==> src/rtl/sub_ahead_pipe_pkg.sv <==
// Shared constants and the stage-1 register record for the two-stage
// borrow-lookahead subtractor.
package sub_ahead_pipe_pkg;

  localparam int BYTE  = 8;
  localparam int WIDTH = 2 * BYTE;

  // Everything stage 2 needs to finish the high byte and the overflow flag.
  typedef struct packed {
    logic [BYTE-1:0] d_lo;
    logic            b_lo;
    logic [BYTE-1:0] a_hi;
    logic [BYTE-1:0] b_hi;
    logic            a_msb;
    logic            b_msb;
  } s1_rec_t;

endpackage

==> src/rtl/sub_ahead_pipe_sub8_lookahead.sv <==
// Combinational 8-bit subtractor built from per-bit borrow generate and
// propagate terms; one copy serves each pipeline stage.
module sub8_lookahead
  import sub_ahead_pipe_pkg::*;
(
  input  logic [BYTE-1:0] a,
  input  logic [BYTE-1:0] b,
  input  logic            bin,
  output logic [BYTE-1:0] d,
  output logic            bo
);

  logic [BYTE-1:0] g;
  logic [BYTE-1:0] p;
  logic [BYTE-1:0] bw;
  logic            chain;

  assign g = ~a & b;
  assign p = ~(a ^ b);

  // Borrow into each bit position; bw[i] is the borrow consumed by bit i.
  always_comb begin
    chain = bin;
    bw    = '0;
    for (int i = 0; i < BYTE; i++) begin
      bw[i] = chain;
      chain = g[i] | (p[i] & chain);
    end
  end

  assign d  = a ^ b ^ bw;
  assign bo = chain;

endmodule

==> src/rtl/sub_ahead_pipe.sv <==
// Two-stage valid/ready subtractor: the low byte and its borrow are resolved
// in stage 1, the high byte, borrow-out and signed overflow in stage 2.
module sub_ahead_pipe
  import sub_ahead_pipe_pkg::*;
#(
  parameter int WIDTH = sub_ahead_pipe_pkg::WIDTH
) (
  input  logic             clk,
  input  logic             rst,
  input  logic             in_valid,
  output logic             in_ready,
  input  logic [WIDTH-1:0] a,
  input  logic [WIDTH-1:0] b,
  input  logic             bin,
  output logic             out_valid,
  input  logic             out_ready,
  output logic [WIDTH-1:0] diff,
  output logic             bout,
  output logic             ovf
);

  logic            s1_valid;
  logic            s1_advance;
  logic            s1_load;
  s1_rec_t         s1;
  logic [BYTE-1:0] lo_d;
  logic            lo_bo;
  logic [BYTE-1:0] hi_d;
  logic            hi_bo;

  sub8_lookahead u_lo (
    .a   (a[BYTE-1:0]),
    .b   (b[BYTE-1:0]),
    .bin (bin),
    .d   (lo_d),
    .bo  (lo_bo)
  );

  sub8_lookahead u_hi (
    .a   (s1.a_hi),
    .b   (s1.b_hi),
    .bin (s1.b_lo),
    .d   (hi_d),
    .bo  (hi_bo)
  );

  // Stage 1 may move on whenever the output register is empty or draining.
  assign s1_advance = !out_valid || out_ready;
  assign in_ready   = !s1_valid || s1_advance;
  assign s1_load    = in_valid && in_ready;

  // Stage 1: low-byte result plus the high-byte operands held for stage 2.
  always_ff @(posedge clk or posedge rst) begin
    if (rst) begin
      s1_valid <= 1'b0;
      s1       <= '0;
    end else begin
      if (in_ready) begin
        s1_valid <= in_valid;
      end
      if (s1_load) begin
        s1.d_lo  <= lo_d;
        s1.b_lo  <= lo_bo;
        s1.a_hi  <= a[WIDTH-1:BYTE];
        s1.b_hi  <= b[WIDTH-1:BYTE];
        s1.a_msb <= a[WIDTH-1];
        s1.b_msb <= b[WIDTH-1];
      end
    end
  end

  // Stage 2: output register; holds its contents while downstream stalls.
  always_ff @(posedge clk or posedge rst) begin
    if (rst) begin
      out_valid <= 1'b0;
      diff      <= '0;
      bout      <= 1'b0;
      ovf       <= 1'b0;
    end else if (s1_advance) begin
      out_valid <= s1_valid;
      if (s1_valid) begin
        diff <= {hi_d, s1.d_lo};
        bout <= hi_bo;
        ovf  <= (s1.a_msb != s1.b_msb) && (hi_d[BYTE-1] != s1.a_msb);
      end
    end
  end

endmodule
==> config.mk <==
export PLATFORM = sky130hd
export DESIGN_NAME = sub_ahead_pipe
export DESIGN_NICKNAME = d
export VERILOG_FILES = /design/src/rtl/sub_ahead_pipe_pkg.sv /design/src/rtl/sub_ahead_pipe_sub8_lookahead.sv /design/src/rtl/sub_ahead_pipe.sv
export SDC_FILE = /design/constraint.sdc
export NUM_CORES = 1
export LEC_CHECK = 0
export CORE_MARGIN = 2
export CORE_UTILIZATION = 45
export CTS_BUF_LIST = sky130_fd_sc_hd__clkbuf_16
export DETAILED_ROUTE_END_ITERATION = 8
export PLACE_DENSITY = 0.76
export SLEW_MARGIN = 20
export SYNTH_ARGS = -nofsm -noshare
export SYNTH_HDL_FRONTEND = slang
export SYNTH_SLANG_ARGS = --single-unit
==> constraint.sdc <==
create_clock -name clk -period 4.82 [get_ports clk]
set_clock_uncertainty 0.2 [all_clocks]
set_input_delay 0.723 -clock clk [delete_from_list [all_inputs] [get_ports clk]]
set_output_delay 0.723 -clock clk [all_outputs]
set_load 0.005 [all_outputs]
==> results.toml <==
[detailed_routing]
viasPerCell = 4.99
route.detailed.drc = 0
drtIter0Drc = 80
vias = 1342
drt_pass1_iterations = 4
drt_wl_total_mm = 3.86
wire_per_inst_um = 14.3
detail-route-antenna-nets = 0

[placed_design]
hpwl_mm = 2.79
dp_slack_ps = -7.63
port_buffers = 56
dpl-instance-area_mm2 = 0.00274
gp_congestion = 0.754

[timing]
rsz0062_at_grt = "no"
hold_viol = 0
holdWs_ps = 301
slew_violations = 0
setup_viol = 0
max_clock_freq_mhz = 221
period_minus_slack_ps = 4530
worst_slack_ps = 291
finalCritPeriodShare = 0.940
tightest_slew_ps = 923
slew_headroom = 0.384

[floorplanning]
initial_core_util = 0.461
rows = 25
dieArea_mm2 = 0.00538
die_h_um = 73.3
io_pins = 57
fp.dieW_um = 73.3
coreArea_mm2 = 0.00469

[global_routing]
grt_pass1_vias = 1388
grt_first_pass_wirelength_mm = 6.30
grt_use_total = 0.163
grt_overflow = 0
grt_max_degree = 46
antenna_found_initial = 0

[synth]
ys_seq_area_frac = 0.521
synth_top_family_by_area = "multiplexers"
synth_xor_area_frac = 0.00405
synthMuxAreaShare = 0.179
synth_compound_area_frac = 0.0428
synth_fa_ha_area_frac = 0.154
synth.area.top_cells = "dfrtp_1 (52%), fa_1 (15%), mux2_2 (14%)"
synth_seq_cells = 45
synth_area_leader_cell = "dfrtp_1"
synthCells = 156
synth_simple_gate_area_frac = 0.0272
syn_area_mm2 = 0.00216
yosys_warnings = 0
syn_nets = 210
syn_avg_cell_area_um2 = 13.9
synth_cell_types = 19
synth_top_area_share = 0.521

[clocking]
cts_tree = "built"
cts_buffers = 5
numClockSinks = 45
post_cts_buffers = 0
worstSkewPairLatency_ps = 290
htree_num_levels = 2
cts_resized = 0
cts.clk_slew.worst_paths_ps = 60
cts_root_buf = "clkbuf_16"
hold_buffers = 0
clockBufferDepth = 2

[setup_path]
cp_max_fo = 1
cp_num_buf_inv = 3
criticalPathCategory = "primary input to flop"
critical_path.max_stage_delay_ps = 480
cp.required_ps = 4790
cp.arrival_ps = 4500
cp_slowest_cell = "clkdlybuf4s50_1"
cp_common_cell = "fa_1"
cp-start-kind = "primary input"
path_cells = "clkdlybuf4s50_1 -> fa_1 -> inv_1 -> fa_1 -> fa_1 -> fa_1 -> fa_1 -> fa_1 -> fa_1 -> inv_1 -> fa_1 -> mux2_2"
crit_path_end_kind = "flop"
crit_family = "adder cells"

[power]
swShare = 0.258
ir_drop_v = 0.000165
p_comb_frac = 0.293
leakage_uw = 0.00131
seqPwrFrac = 0.416
p_sw_uw = 338
internal_power_uw = 972
cellPowerDensity_mw_per_mm2 = 451
clock_power_share = 0.291

[cells_and_area]
post-route-util = 0.619
area_growth_pct = 34.4
n_fill_cell = 393
drive_gt1_frac = 0.186
n_antenna_cell = 0
final_cell_area_mm2 = 0.00291
final_cell_mix = "clkdlybuf4s50_1 (56), dfrtp_1 (45), inv_1 (27)"
final_nets = 268
layout_commonest_cell = "clkdlybuf4s50_1"

[min_path]
hold_path_class = "flop to flop"

[job]
maxCapViolCount = 0

[status]
status = "finished, final reports clean"
per-stage QoR:
| stage | instances | total power, µW | TNS, ps |
|---|---|---|---|
| after floorplan | 156 | 731 | 0 |
| after global placement | 261 | 921 | 0 |
| after detailed placement | 261 | 940 | -7.63 |
| after CTS | 269 | 1320 | 0 |
| after global routing | 269 | 1390 | 0 |
| final | 269 | 1310 | 0 |
synth_stat cells (all sizes together):
cell type / count
a21oi: 16
a31oi: 2
and2: 1
buf: 5
dfrtp: 45
fa: 16
ha: 1
inv: 28
mux2: 29
mux2i: 5
nand2: 2
nand2b: 2
nand3b: 1
nor2: 1
or2b: 1
xnor2: 1
layout make-up:
type	count	area [µm²]	share of cell area
Timing Repair Buffer	56	561	0.193
Sequential cell	45	1130	0.387
Multi-Input combinational cell	78	881	0.303
Tap cell	54	67.6	0.0232
Inverter	28	105	0.0362
Clock buffer	5	125	0.0430
Clock inverter	3	41.3	0.0142
routing by layer:
layer / vias up / part of all wire / track usage
li1: 614 / - / -
met1: 678 / 0.45 / 0.219
met2: 41 / 0.48 / 0.233
met3: 9 / 0.051 / 0.0535
met4: 0 / 0.025 / 0.0909
met5: - / 0 / 0
sequential cells by signal, summed over array words and instances, names as in the netlist:
signal,count
s1,25
diff,16
bout,1
out_valid,1
ovf,1
s1_valid,1
power groups by stage:
stage / clock network, µW / logic, µW / registers [µW]
after floorplan: 0 / 188 / 543
after global placement: 0 / 372 / 549
after detailed placement: 0 / 388 / 552
after CTS: 386 / 392 / 547
after global routing: 402 / 425 / 559
final: 382 / 383 / 546
worst reg2reg max path, delay by kind of cell, from the launching register on:
| family | cells | cell delay, ps |
|---|---|---|
| buffers and inverters | 3 | 200 |
| flip-flops | 1 | 380 |
| multiplexers | 1 | 250 |
| adder cells (fa/ha/maj) | 8 | 2960 |
| XOR/XNOR | 1 | 150 |
| AND/OR/NAND/NOR | 1 | 50 |
logic make-up after synthesis:
group,Yosys count
DFF,45
buffers and inverters,33
xor gates and xnor gates,1
adders and majority gates,17
AOI/OAI and AO/OA,18
and+or+nand+nor,8
muxes,34
final timing paths:
kind / slack (ps) / cells past startpoint / to / startpoint
max: 290 / 12 / s1[26]$_DFFE_PP0P_ / a[0]
min: 300 / 1 / diff[0]$_DFFE_PP0P_ / diff[0]$_DFFE_PP0P_
max reg2reg: 500 / 14 / ovf$_DFFE_PP0P_ / s1[2]$_DFFE_PP0P_
min reg2reg: 300 / 1 / diff[0]$_DFFE_PP0P_ / diff[0]$_DFFE_PP0P_
max in group asynchronous: 3090 / 2 / s1[26]$_DFFE_PP0P_ / rst
min in group asynchronous: 760 / 2 / s1[13]$_DFFE_PP0P_ / rst
(Power assumes the default switching activity.)
